File: src/rtl/sha256_block_ctrl_if.sv
// rtl/sha256_block_ctrl_if.sv - block start/abort control and message-word stream handshake
interface sha256_block_ctrl_if;
   logic start;
   logic first_blk;
   logic last_blk;
   logic abort;
   logic ready;
   logic w_valid;
   logic w_ready;

   modport master (
      output start, first_blk, last_blk, abort, w_valid,
      input  ready, w_ready
   );

   modport slave (
      input  start, first_blk, last_blk, abort, w_valid,
      output ready, w_ready
   );
endinterface

File: src/rtl/sha256_block_ctrl.sv
// rtl/sha256_block_ctrl.sv - sequencer for one SHA-256 compression pass over a 512-bit block
module sha256_block_ctrl #(
   parameter int ROUNDS    = 64,
   parameter int MSG_WORDS = 16,
   parameter int CNT_W     = 6
) (
   input  logic              clk,
   input  logic              rst_n,
   sha256_block_ctrl_if.slave ctl,
   output logic [CNT_W-1:0]  round_o,
   output logic              w_src_sel_o,
   output logic              round_en_o,
   output logic              h_init_o,
   output logic              ab_load_o,
   output logic              h_update_o,
   output logic              busy_o,
   output logic              done_o,
   output logic              digest_valid_o
);

   typedef enum logic [2:0] {
      S_IDLE,
      S_INIT,
      S_LOAD,
      S_ROUND,
      S_UPDATE,
      S_DONE
   } state_t;

   state_t             state_q, state_d;
   logic [CNT_W-1:0]   round_q, round_d;
   logic               first_q, first_d;
   logic               last_q, last_d;
   logic               dv_q, dv_d;

   logic               ready, w_ready, w_src_sel, round_en;
   logic               h_init, ab_load, h_update, done;

   always_ff @(posedge clk or negedge rst_n) begin
      if (!rst_n) begin
         state_q <= S_IDLE;
         round_q <= '0;
         first_q <= 1'b0;
         last_q  <= 1'b0;
         dv_q    <= 1'b0;
      end else begin
         state_q <= state_d;
         round_q <= round_d;
         first_q <= first_d;
         last_q  <= last_d;
         dv_q    <= dv_d;
      end
   end

   always_comb begin
      state_d   = state_q;
      round_d   = round_q;
      first_d   = first_q;
      last_d    = last_q;
      dv_d      = dv_q;
      ready     = 1'b0;
      w_ready   = 1'b0;
      w_src_sel = 1'b0;
      round_en  = 1'b0;
      h_init    = 1'b0;
      ab_load   = 1'b0;
      h_update  = 1'b0;
      done      = 1'b0;

      case (state_q)
         S_IDLE: begin
            ready = 1'b1;
            if (ctl.start) begin
               first_d = ctl.first_blk;
               last_d  = ctl.last_blk;
               dv_d    = 1'b0;
               state_d = S_INIT;
            end
         end
         S_INIT: begin
            // A chained block leaves H untouched so it starts from the previous digest.
            h_init  = first_q;
            state_d = S_LOAD;
         end
         S_LOAD: begin
            ab_load = 1'b1;
            round_d = '0;
            state_d = S_ROUND;
         end
         S_ROUND: begin
            if (round_q < CNT_W'(MSG_WORDS)) begin
               w_ready  = 1'b1;
               round_en = ctl.w_valid;
            end else begin
               w_src_sel = 1'b1;
               round_en  = 1'b1;
            end
            if (round_en) begin
               if (round_q == CNT_W'(ROUNDS - 1)) begin
                  round_d = '0;
                  state_d = S_UPDATE;
               end else begin
                  round_d = round_q + CNT_W'(1);
               end
            end
         end
         S_UPDATE: begin
            h_update = 1'b1;
            state_d  = S_DONE;
         end
         S_DONE: begin
            done    = 1'b1;
            dv_d    = last_q;
            state_d = S_IDLE;
         end
         default: begin
            state_d = S_IDLE;
         end
      endcase

      // Abort squashes every strobe of the current cycle, including the H accumulate.
      if (ctl.abort && (state_q != S_IDLE)) begin
         state_d  = S_IDLE;
         round_d  = '0;
         dv_d     = 1'b0;
         w_ready  = 1'b0;
         round_en = 1'b0;
         h_init   = 1'b0;
         ab_load  = 1'b0;
         h_update = 1'b0;
         done     = 1'b0;
      end
   end

   assign ctl.ready      = ready;
   assign ctl.w_ready    = w_ready;
   assign round_o        = round_q;
   assign w_src_sel_o    = w_src_sel;
   assign round_en_o     = round_en;
   assign h_init_o       = h_init;
   assign ab_load_o      = ab_load;
   assign h_update_o     = h_update;
   assign busy_o         = (state_q != S_IDLE);
   assign done_o         = done;
   assign digest_valid_o = dv_q;

endmodule

File: src/flat_wrapper.sv
// flat-port wrapper written by rule: the top's interface ports become plain ports
module sha256_block_ctrl_flat 
#(
   parameter int ROUNDS    = 64,
   parameter int MSG_WORDS = 16,
   parameter int CNT_W     = 6
)
  (clk, rst_n, round_o, w_src_sel_o, round_en_o, h_init_o, ab_load_o, h_update_o, busy_o, done_o, digest_valid_o, ctl_start, ctl_first_blk, ctl_last_blk, ctl_abort, ctl_w_valid, ctl_ready, ctl_w_ready);
  sha256_block_ctrl_if ctl_i ();
  input  logic clk;
  input  logic rst_n;
  output logic [CNT_W-1:0] round_o;
  output logic w_src_sel_o;
  output logic round_en_o;
  output logic h_init_o;
  output logic ab_load_o;
  output logic h_update_o;
  output logic busy_o;
  output logic done_o;
  output logic digest_valid_o;
  input wire logic [$bits(ctl_i.start)-1:0] ctl_start;
  input wire logic [$bits(ctl_i.first_blk)-1:0] ctl_first_blk;
  input wire logic [$bits(ctl_i.last_blk)-1:0] ctl_last_blk;
  input wire logic [$bits(ctl_i.abort)-1:0] ctl_abort;
  input wire logic [$bits(ctl_i.w_valid)-1:0] ctl_w_valid;
  output wire logic [$bits(ctl_i.ready)-1:0] ctl_ready;
  output wire logic [$bits(ctl_i.w_ready)-1:0] ctl_w_ready;
  assign ctl_i.start = ctl_start;
  assign ctl_i.first_blk = ctl_first_blk;
  assign ctl_i.last_blk = ctl_last_blk;
  assign ctl_i.abort = ctl_abort;
  assign ctl_i.w_valid = ctl_w_valid;
  assign ctl_ready = ctl_i.ready;
  assign ctl_w_ready = ctl_i.w_ready;
  sha256_block_ctrl #(.ROUNDS(ROUNDS), .MSG_WORDS(MSG_WORDS), .CNT_W(CNT_W)) u_core (.clk(clk), .rst_n(rst_n), .ctl(ctl_i), .round_o(round_o), .w_src_sel_o(w_src_sel_o), .round_en_o(round_en_o), .h_init_o(h_init_o), .ab_load_o(ab_load_o), .h_update_o(h_update_o), .busy_o(busy_o), .done_o(done_o), .digest_valid_o(digest_valid_o));
endmodule
File: config.mk
export PLATFORM = sky130hd
export DESIGN_NAME = sha256_block_ctrl_flat
export DESIGN_NICKNAME = d
export VERILOG_FILES = /design/src/rtl/sha256_block_ctrl_if.sv /design/src/rtl/sha256_block_ctrl.sv /design/src/flat_wrapper.sv
export SDC_FILE = /design/constraint.sdc
export NUM_CORES = 1
export LEC_CHECK = 0
export BUFFER_PORTS_ARGS = -buffer_cell sky130_fd_sc_hd__buf_2
export CAP_MARGIN = 20
export CORE_MARGIN = 4
export CORE_UTILIZATION = 43
export DETAILED_ROUTE_END_ITERATION = 12
export GPL_TIMING_DRIVEN = 0
export PLACE_DENSITY = 0.77
export SKIP_LAST_GASP = 1
export SLEW_MARGIN = 5
export SYNTH_ARGS = -nofsm -noshare
export SYNTH_HDL_FRONTEND = slang
export SYNTH_SLANG_ARGS = --single-unit
File: constraint.sdc
create_clock -name clk -period 1.8 [get_ports clk]
set_clock_uncertainty 0.2 [all_clocks]
set_input_delay 0.18 -clock clk [delete_from_list [all_inputs] [get_ports clk]]
set_output_delay 0.18 -clock clk [all_outputs]
set_load 0.05 [all_outputs]
== Word level (Yosys, flattened, before mapping) ==
Index checks and enable logic that the tools add are counted.
Cells by class
  $add $sub $neg: 1
  order comparisons: 1
  eq/ne operators: 9
  mux-type cells: 30
  reductions and logical operators: 9
Operators by type and width (number)
  1-bit two-way mux: 20
  6-bit two-way mux: 3
  3-bit one-hot mux with 5 select lines: 1
  3-bit two-way mux: 4
  6-bit one-hot mux with 2 select lines: 1
  3-bit nonzero test: 3
  6-bit by 1-bit adder with 6-bit output, second input constant: 1
  3-bit by 2-bit == test with 1-bit output, second input constant: 2
  3-bit == test, second input constant: 2
  6-bit == test, second input constant: 1
  6-bit by 5-bit less-than comparator with 1-bit output, second input constant: 1
  3-bit by 1-bit != test with 1-bit output, second input constant: 2
  2-bit AND reduction: 3
  3-bit by 1-bit == test with 1-bit output, second input constant: 1
  3-bit logical NOT: 1
  3-bit by 2-bit != test with 1-bit output, second input constant: 1
  3-bit AND reduction: 1
  1-bit one-hot mux with 2 select lines: 1
  1-bit logical AND: 1
Storage, ports and cells
  flip-flop bits (word level): 12
  input bits: 7
  output and inout bits: 16
  logic and storage cells: 55

== Logic depth before layout (Yosys ltp) ==
Gate-level depths: netlist of the first run.
  depth in word-level cells: 6
  gate-level depth with buffers: 5
  gate-level depth less buffers: 5

== Worst setup path after synthesis of the first run ==
No wires, ideal clock.
  path kind: register to output
  start point: register u_core.state_q[1]
  end point: output busy_o
  data arrival time: 2.365 ns
  required time: 1.420 ns
  setup slack: -0.945 ns
  stages on the path, launching flop included: 4
  path buffers: 1
  cell sequence: dfrtp_1 -> clkbuf_1 -> nor3_1 -> inv_1
Between the ends
  word-level cells in the longest chain between the ends: 1
Ends and longest elaborated chain
  from (decl): line sha256_block_ctrl.sv:30  | state_t state_q, state_d;
  from (signal assigned): line sha256_block_ctrl.sv:47  | state_q <= state_d;
  3-bit nonzero test: line sha256_block_ctrl.sv:143  | assign busy_o = (state_q != S_IDLE);
  to (decl): line flat_wrapper.sv:18  | output logic busy_o;
No other way between the ends.

== Worst setup path after layout of the first run ==
  start point: register u_core.round_q[4], in the netlist u_core.round_o[4]
  end point: output round_en_o
Between the ends
  word-level cells in the longest chain between the ends: 5
Ends and longest elaborated chain
  from (decl): line sha256_block_ctrl.sv:31  | logic [CNT_W-1:0] round_q, round_d;
  from (signal assigned): line sha256_block_ctrl.sv:48  | round_q <= round_d;
  6-bit by 5-bit less-than comparator with 1-bit output: line sha256_block_ctrl.sv:91  | if (round_q < CNT_W'(MSG_WORDS)) begin
  1-bit two-way mux: line sha256_block_ctrl.sv:91
  1-bit two-way mux (2 in a row): line sha256_block_ctrl.sv:70  | case (state_q)
  1-bit two-way mux: line sha256_block_ctrl.sv:122  | if (ctl.abort && (state_q != S_IDLE)) begin
  to (decl): line flat_wrapper.sv:14  | output logic round_en_o;
No other way between the ends. The select of a mux whose other input is x is not followed.

==> flow_metrics.py, run 1 <==
metrics = {
    "synthesis": {
        "syn_area_um2": 712,
        "yosys.area.top_type": "dfrtp_1",
        "ys_ff_latch": 12,
        "syn_nets": 82,
        "synth.avg_cell_area_um2": 9.62,
        "synthTopCellsByArea": "dfrtp_1, a22o_1, nor3_1, mux2_1, and3_1",
        "netlist.area_leader.share_pct": 42.2,
        "yosysWarnings": 0,
        "seq_area_frac_synth_pct": 42.2,
        "netlist_instances": 74,
        "synth_cell_types": 33,
    },
    "setup_path": {
        "reg2reg_to": "u_core.round_o[0]",
        "start_kind": "register",
        "path_max_fanout": 2,
        "rrSetupSlack_ns": -0.17,
        "reg2regPathDepth": 6,
        "rr_startpoint": "u_core.round_o[4]",
        "arrival_ns": 1.70,
        "worstSetupEndpointType": "output pin",
        "crit_type": "reg -> out",
        "cp-startpoint": "u_core.round_o[4]",
        "worstPathRequired_ns": 1.42,
    },
    "placed_design": {
        "dpl.hpwl_mm": 1.27,
        "io_buffers": 22,
        "dp.cells": 112,
        "gp_congestion": 0.789,
        "pre_cts_slack_ns": -0.253,
        "place_area_um2": 892,
    },
    "hold_path": {
        "hold_depth": 4,
        "hold_class": "in -> reg",
        "hold_end": "u_core.state_q[1]",
        "hp-start": "ctl_abort",
    },
    "clock_tree": {
        "clockRootBuffer": "clkbuf_4",
        "cts_buffers": 3,
        "cts.htree.levels": 1,
        "cts_tree": "done",
        "clkTransAtPathRegs_ns": 0.08,
        "clkLatencyLatePin_ns": 0.27,
        "clock_path_buffers": 2,
        "cts.sinks": 12,
    },
    "sta": {
        "fmax_mhz": 480,
        "relSlewSlack_pct": 82.2,
        "setup_viol": 6,
        "fin_crit_sh_pct": 116,
        "setup_slack_ns": -0.281,
        "setup_tns_ns": -0.767,
        "rsz0062_at_grt": "yes",
        "maxSlewViolCount": 0,
        "hold_violations": 0,
        "max_slew.worst_pin.slew_ns": 0.268,
        "period_minus_slack_ns": 2.08,
    },
    "run": {
        "maxCapViolations": 0,
    },
    "floorplanning": {
        "top_level_ports": 23,
        "start_util_pct": 46.2,
        "core-area_mm2": 0.00154,
        "fp.dieH_um": 48.7,
        "dieArea_mm2": 0.00237,
        "fp.dieW_um": 48.7,
        "rows": 14,
    },
    "global_route": {
        "grt_pass1_wl_mm": 2.95,
        "grt_pass1_vias": 703,
        "grt_max_degree": 13,
        "grt.total_usage_pct": 15.8,
        "grt-ovfl-total": 0,
        "antenna_found_initial": 0,
    },
    "final_layout": {
        "fin_cells": 128,
        "fill_cells": 118,
        "drive_above_1_share_pct": 50.9,
        "final_area_mm2": 0.00110,
        "layout.nets": 121,
        "syn2layout_area_growth_pct": 55.2,
        "n_antenna_cell": 0,
    },
    "routing": {
        "antenna_left": 0,
        "vias": 701,
        "drcViolationCount": 0,
        "drt_iter0_drc": 15,
        "via_per_inst": 5.48,
        "wl_per_cell_um": 15.1,
        "wirelength_mm": 1.93,
        "drt_pass1_iterations": 4,
    },
    "pwr": {
        "seqPwrFrac_pct": 27.5,
        "p_comb_share_pct": 56.9,
        "irDropWorstVdd_mv": 0.900,
        "p_sw_uw": 599,
        "switching_share_pct": 43.7,
        "power_frac_clock_pct": 15.6,
        "power_density_mw_per_mm2": 1240,
        "p_leak_uw": 0.000573,
        "internal_power_uw": 771,
    },
    "outcome": {
        "outcome": "complete, but fails checks",
        "violations": "setup timing",
    },
}
==> placed cells by master (no fill, tap or decap), types with 2 or more instances in the layout <==
cell	synthesis	final
nor2b_1	3	2
clkbuf_8	0	2
a22o_1	4	4
nor3_1	5	2
buf_2	0	15
nand2b_1	3	3
buf_4	0	10
a21oi_1	3	3
nor2_1	4	3
dfrtp_2	0	6
mux2_1	2	2
inv_1	4	3
o21ai_1	3	3
dfrtp_1	12	6
buf_6	0	5
nand2_1	4	4
and3_1	3	3
nor3_4	0	2
clkbuf_4	0	4
o21bai_1	2	2
dlygate4sd3_1	0	4
==> sequential cells by signal, summed over array words and instances, names as in the netlist <==
register,flops
u_core.first_q,1
u_core.digest_valid_o,1
u_core.round_o,6
u_core.state_q,3
u_core.last_q,1
==> critical path, cell delays in order, from the launching register on <==
cell and delay, ns:
dfrtp_2 0.42, or4b_4 0.53, a21oi_4 0.15, or2_4 0.15
inv_2 0.03, buf_6 0.14
==> metal layers <==
layer  track usage, %  vias up  wire length (um)
li1                 -      342                 -
met4             5.83        0                51
met5                0        -                 0
met3             6.75        6               110
met2             29.1       20              1000
met1             15.3      333               769
==> synthesized netlist by cell type <==
master	count
mux2_1	2
ha_1	1
nor2_1	4
nand3_1	1
a31o_2	1
xor2_1	1
and3_1	3
nor2b_1	3
clkbuf_1	3
or4b_4	1
nor3b_1	1
o31a_1	1
nor2_2	1
and4b_1	1
dfrtp_1	12
nor3_1	5
o211a_1	1
a21oi_1	3
o21bai_1	2
mux2_2	1
or2_2	1
inv_1	4
o21a_1	1
nand2_1	4
a21oi_4	1
o21ai_1	3
o31ai_1	1
a21o_1	1
or2_1	1
a22o_1	4
nand4bb_1	1
nand2b_1	3
o22ai_1	1
==> stage by stage <==
stage / power (uW) / hold WS (ns) / util (%)
2_1_floorplan: 882 / -0.316 / -
3_5_place_dp: 1010 / -0.130 / 57.9
4_1_cts: 1300 / 0.0619 / 67.5
5_1_grt: 1440 / 0.0763 / 71.7
6_report: 1370 / 0.0871 / 71.7
3_3_place_gp: 993 / -0.132 / 57.9
==> layout make-up <==
| type | instances | area [um2] | share of cell area (%) |
|---|---|---|---|
| inverters | 4 | 15.0 | 1.36 |
| flip-flops and latches | 12 | 308 | 27.9 |
| multi-input cells | 55 | 453 | 41.0 |
| plain buffers | 2 | 18.8 | 1.70 |
| well taps | 16 | 20.0 | 1.81 |
| clock buffers | 4 | 36.3 | 3.28 |
| repair buffers | 35 | 254 | 23.0 |
==> repair_timing <==
action,CTS,global route
resized for setup,13,10
endpoints found under the setup margin,13,11
hold buffers,4,0
buffers inserted,5,4
hold endpoints to repair,15,0
pin swaps,3,4
==> how the worst max path moves through the flow <==
stage | end | cells after the start
2_1_floorplan | round_en_o | 4
3_3_place_gp | round_en_o | 5
3_5_place_dp | round_en_o | 5
4_1_cts | round_en_o | 5
5_1_grt | round_en_o | 5
6_report | round_en_o | 5
==> power groups by stage <==
| stage | logic (uW) | clock network [uW] | registers, uW |
|---|---|---|---|
| after floorplan | 500 | 0 | 382 |
| after CTS | 704 | 220 | 376 |
| after global placement | 623 | 0 | 370 |
| after detailed placement | 634 | 0 | 375 |
| final | 780 | 214 | 377 |
| after global routing | 829 | 232 | 382 |
==> logic make-up after synthesis <==
kind of cell | synth area share (%)
buffers and inverters | 3.69
adders and majority gates | 1.76
xor gates and xnor gates | 1.23
DFF | 42.2
and+or+nand+nor | 25.0
AOI/OAI and AO/OA | 21.4
muxes | 4.74
Note: power is estimated with default switching activity, not from simulation.
==> run 2: changes to the inputs <==
--- a/config.mk
+++ b/config.mk
@@ -12,6 +12,7 @@
 export DETAILED_ROUTE_END_ITERATION = 12
 export GPL_TIMING_DRIVEN = 0
 export PLACE_DENSITY = 0.77
+export REMOVE_ABC_BUFFERS = 1
 export SKIP_LAST_GASP = 1
 export SLEW_MARGIN = 5
 export SYNTH_ARGS = -nofsm -noshare
==> flow_metrics.py, run 2 (synthesized netlist as in run 1, its figures left out) <==
metrics = {
    "setup_path": {
        "path_max_fanout": 2,
        "arrival_ns": 1.68,
        "critPathSlowestCell": "or4b_4",
        "crit_type": "reg -> out",
        "start_kind": "register",
        "crit_chain": "or4b_4, a21oi_4, or2_4, inv_2, buf_6",
        "slowest_delay_ns": 0.52,
        "worstPathRequired_ns": 1.42,
        "cp-startpoint": "u_core.round_o[4]",
        "crit_family": "simple AND/OR/NAND/NOR gates",
        "critPathBufInv": 2,
        "rr_startpoint": "u_core.round_o[4]",
        "worstSetupEndpointType": "output pin",
    },
    "outcome": {
        "outcome": "complete, but fails checks",
        "violations": "setup timing",
    },
    "pwr": {
        "power_density_mw_per_mm2": 1360,
        "p_leak_uw": 0.000594,
        "p_total_uw": 1510,
        "irDropWorstVdd_mv": 0.814,
    },
    "hold_path": {
        "hold_class": "in -> reg",
        "hp-start": "ctl_abort",
    },
    "clock_tree": {
        "cts_buffers": 3,
        "cts.htree.levels": 1,
        "cts_tree": "done",
        "clkTransAtPathRegs_ns": 0.09,
        "clock_path_buffers": 2,
        "clockRootBuffer": "clkbuf_4",
        "cts.sinks": 12,
        "clkLatencyLatePin_ns": 0.29,
    },
    "placed_design": {
        "dpl.hpwl_mm": 1.10,
        "pre_cts_slack_ns": -0.390,
        "io_buffers": 22,
        "dp.cells": 109,
        "place_area_um2": 831,
        "gp_congestion": 0.740,
    },
    "floorplanning": {
        "start_util_pct": 46.2,
        "top_level_ports": 23,
        "fp.dieH_um": 48.7,
        "fp.dieW_um": 48.7,
        "core-area_mm2": 0.00154,
        "dieArea_mm2": 0.00237,
        "rows": 14,
    },
    "sta": {
        "relSlewSlack_pct": 81.3,
        "hold_violations": 0,
        "rsz0062_at_grt": "yes",
        "fmax_mhz": 486,
        "period_minus_slack_ns": 2.06,
        "fin_crit_sh_pct": 114,
        "hold_ws_ns": 0.0414,
        "maxSlewViolCount": 0,
        "max_slew.worst_pin.slew_ns": 0.281,
        "setup_slack_ns": -0.256,
        "setup_viol": 11,
    },
    "routing": {
        "vias": 785,
        "via_per_inst": 5.90,
        "wl_per_cell_um": 17.5,
        "drt_pass1_iterations": 4,
        "wirelength_mm": 2.33,
        "drcViolationCount": 0,
        "antenna_left": 0,
        "drt_iter0_drc": 26,
    },
    "final_layout": {
        "n_antenna_cell": 0,
        "drive_above_1_share_pct": 50.4,
        "layout_commonest_cell": "buf_4",
        "syn2layout_area_growth_pct": 55.9,
        "final_area_mm2": 0.00111,
        "fin_cells": 133,
        "fill_cells": 101,
        "most-common-layout-cells": "buf_4, buf_2, dfrtp_1",
        "largest_reg_flops": 6,
        "layout.nets": 126,
    },
    "global_route": {
        "grt-ovfl-total": 0,
        "antenna_found_initial": 0,
        "grt_pass1_vias": 717,
        "grt_pass1_wl_mm": 3.17,
        "grt_max_degree": 13,
        "grt.total_usage_pct": 17.2,
    },
    "run": {
        "maxCapViolations": 0,
    },
}
## run 2: cell types whose count changed in the layout (fill, tap and decap cells not counted), sizes merged
cell | before | now
clkbuf | 7 | 5
buf | 30 | 37
## run 2: metal layers
| layer | vias to the layer above | wire length [um] | track usage, % |
|---|---|---|---|
| li1 | 356 | - | - |
| met1 | 380 | 916 | 18.2 |
| met2 | 34 | 1160 | 28.5 |
| met3 | 15 | 121 | 4.60 |
| met4 | 0 | 138 | 13.0 |
| met5 | - | 0 | 0 |
## run 2: final cells by class
type	count	area, um2	area share [%]
multi-input combinational	55	430	38.8
inverter	4	15.0	1.35
timing repair buffer	42	302	27.2
clock buffer	4	36.3	3.27
sequential	12	307	27.6
tap	16	20.0	1.80
## run 2: worst paths after layout
path                                          end  slack [ns]  cells after the start
worst min-delay path            u_core.state_q[1]        0.04                      4
worst min register to register     u_core.first_q        0.30                      1
max in group asynchronous       u_core.round_o[4]        1.06                      2
worst max-delay path                   round_en_o       -0.26                      5
worst max register to register  u_core.round_o[0]       -0.22                      7
min in group asynchronous          u_core.first_q        0.10                      2
## run 2: through the flow
step	TNS, ns	utilization (%)
after floorplan	-5.96	-
after global placement	-1.32	53.9
after detailed placement	-1.64	53.9
after CTS	-0.910	67.2
after global routing	-1.87	72.0
final	-1.08	72.0
## run 2: what timing repair did
action,4_1_cts,5_1_grt
pin swaps,3,0
setup endpoints to repair,13,15
setup buffers,9,8
hold buffers,4,0
endpoints found under the hold margin,15,0
resized for setup,19,9
## run 2: report_power, final
group	leakage (uW)	switching, uW	internal [uW]
logic	0.000420	480	406
registers	0.000153	66.3	325
clock network	0.0000210	108	123
## run 2: worst min-delay path, stage by stage
cell,delay (ns)
buf_2,0.15
nor2_2,0.07
nand2_1,0.06
nand2_1,0.05
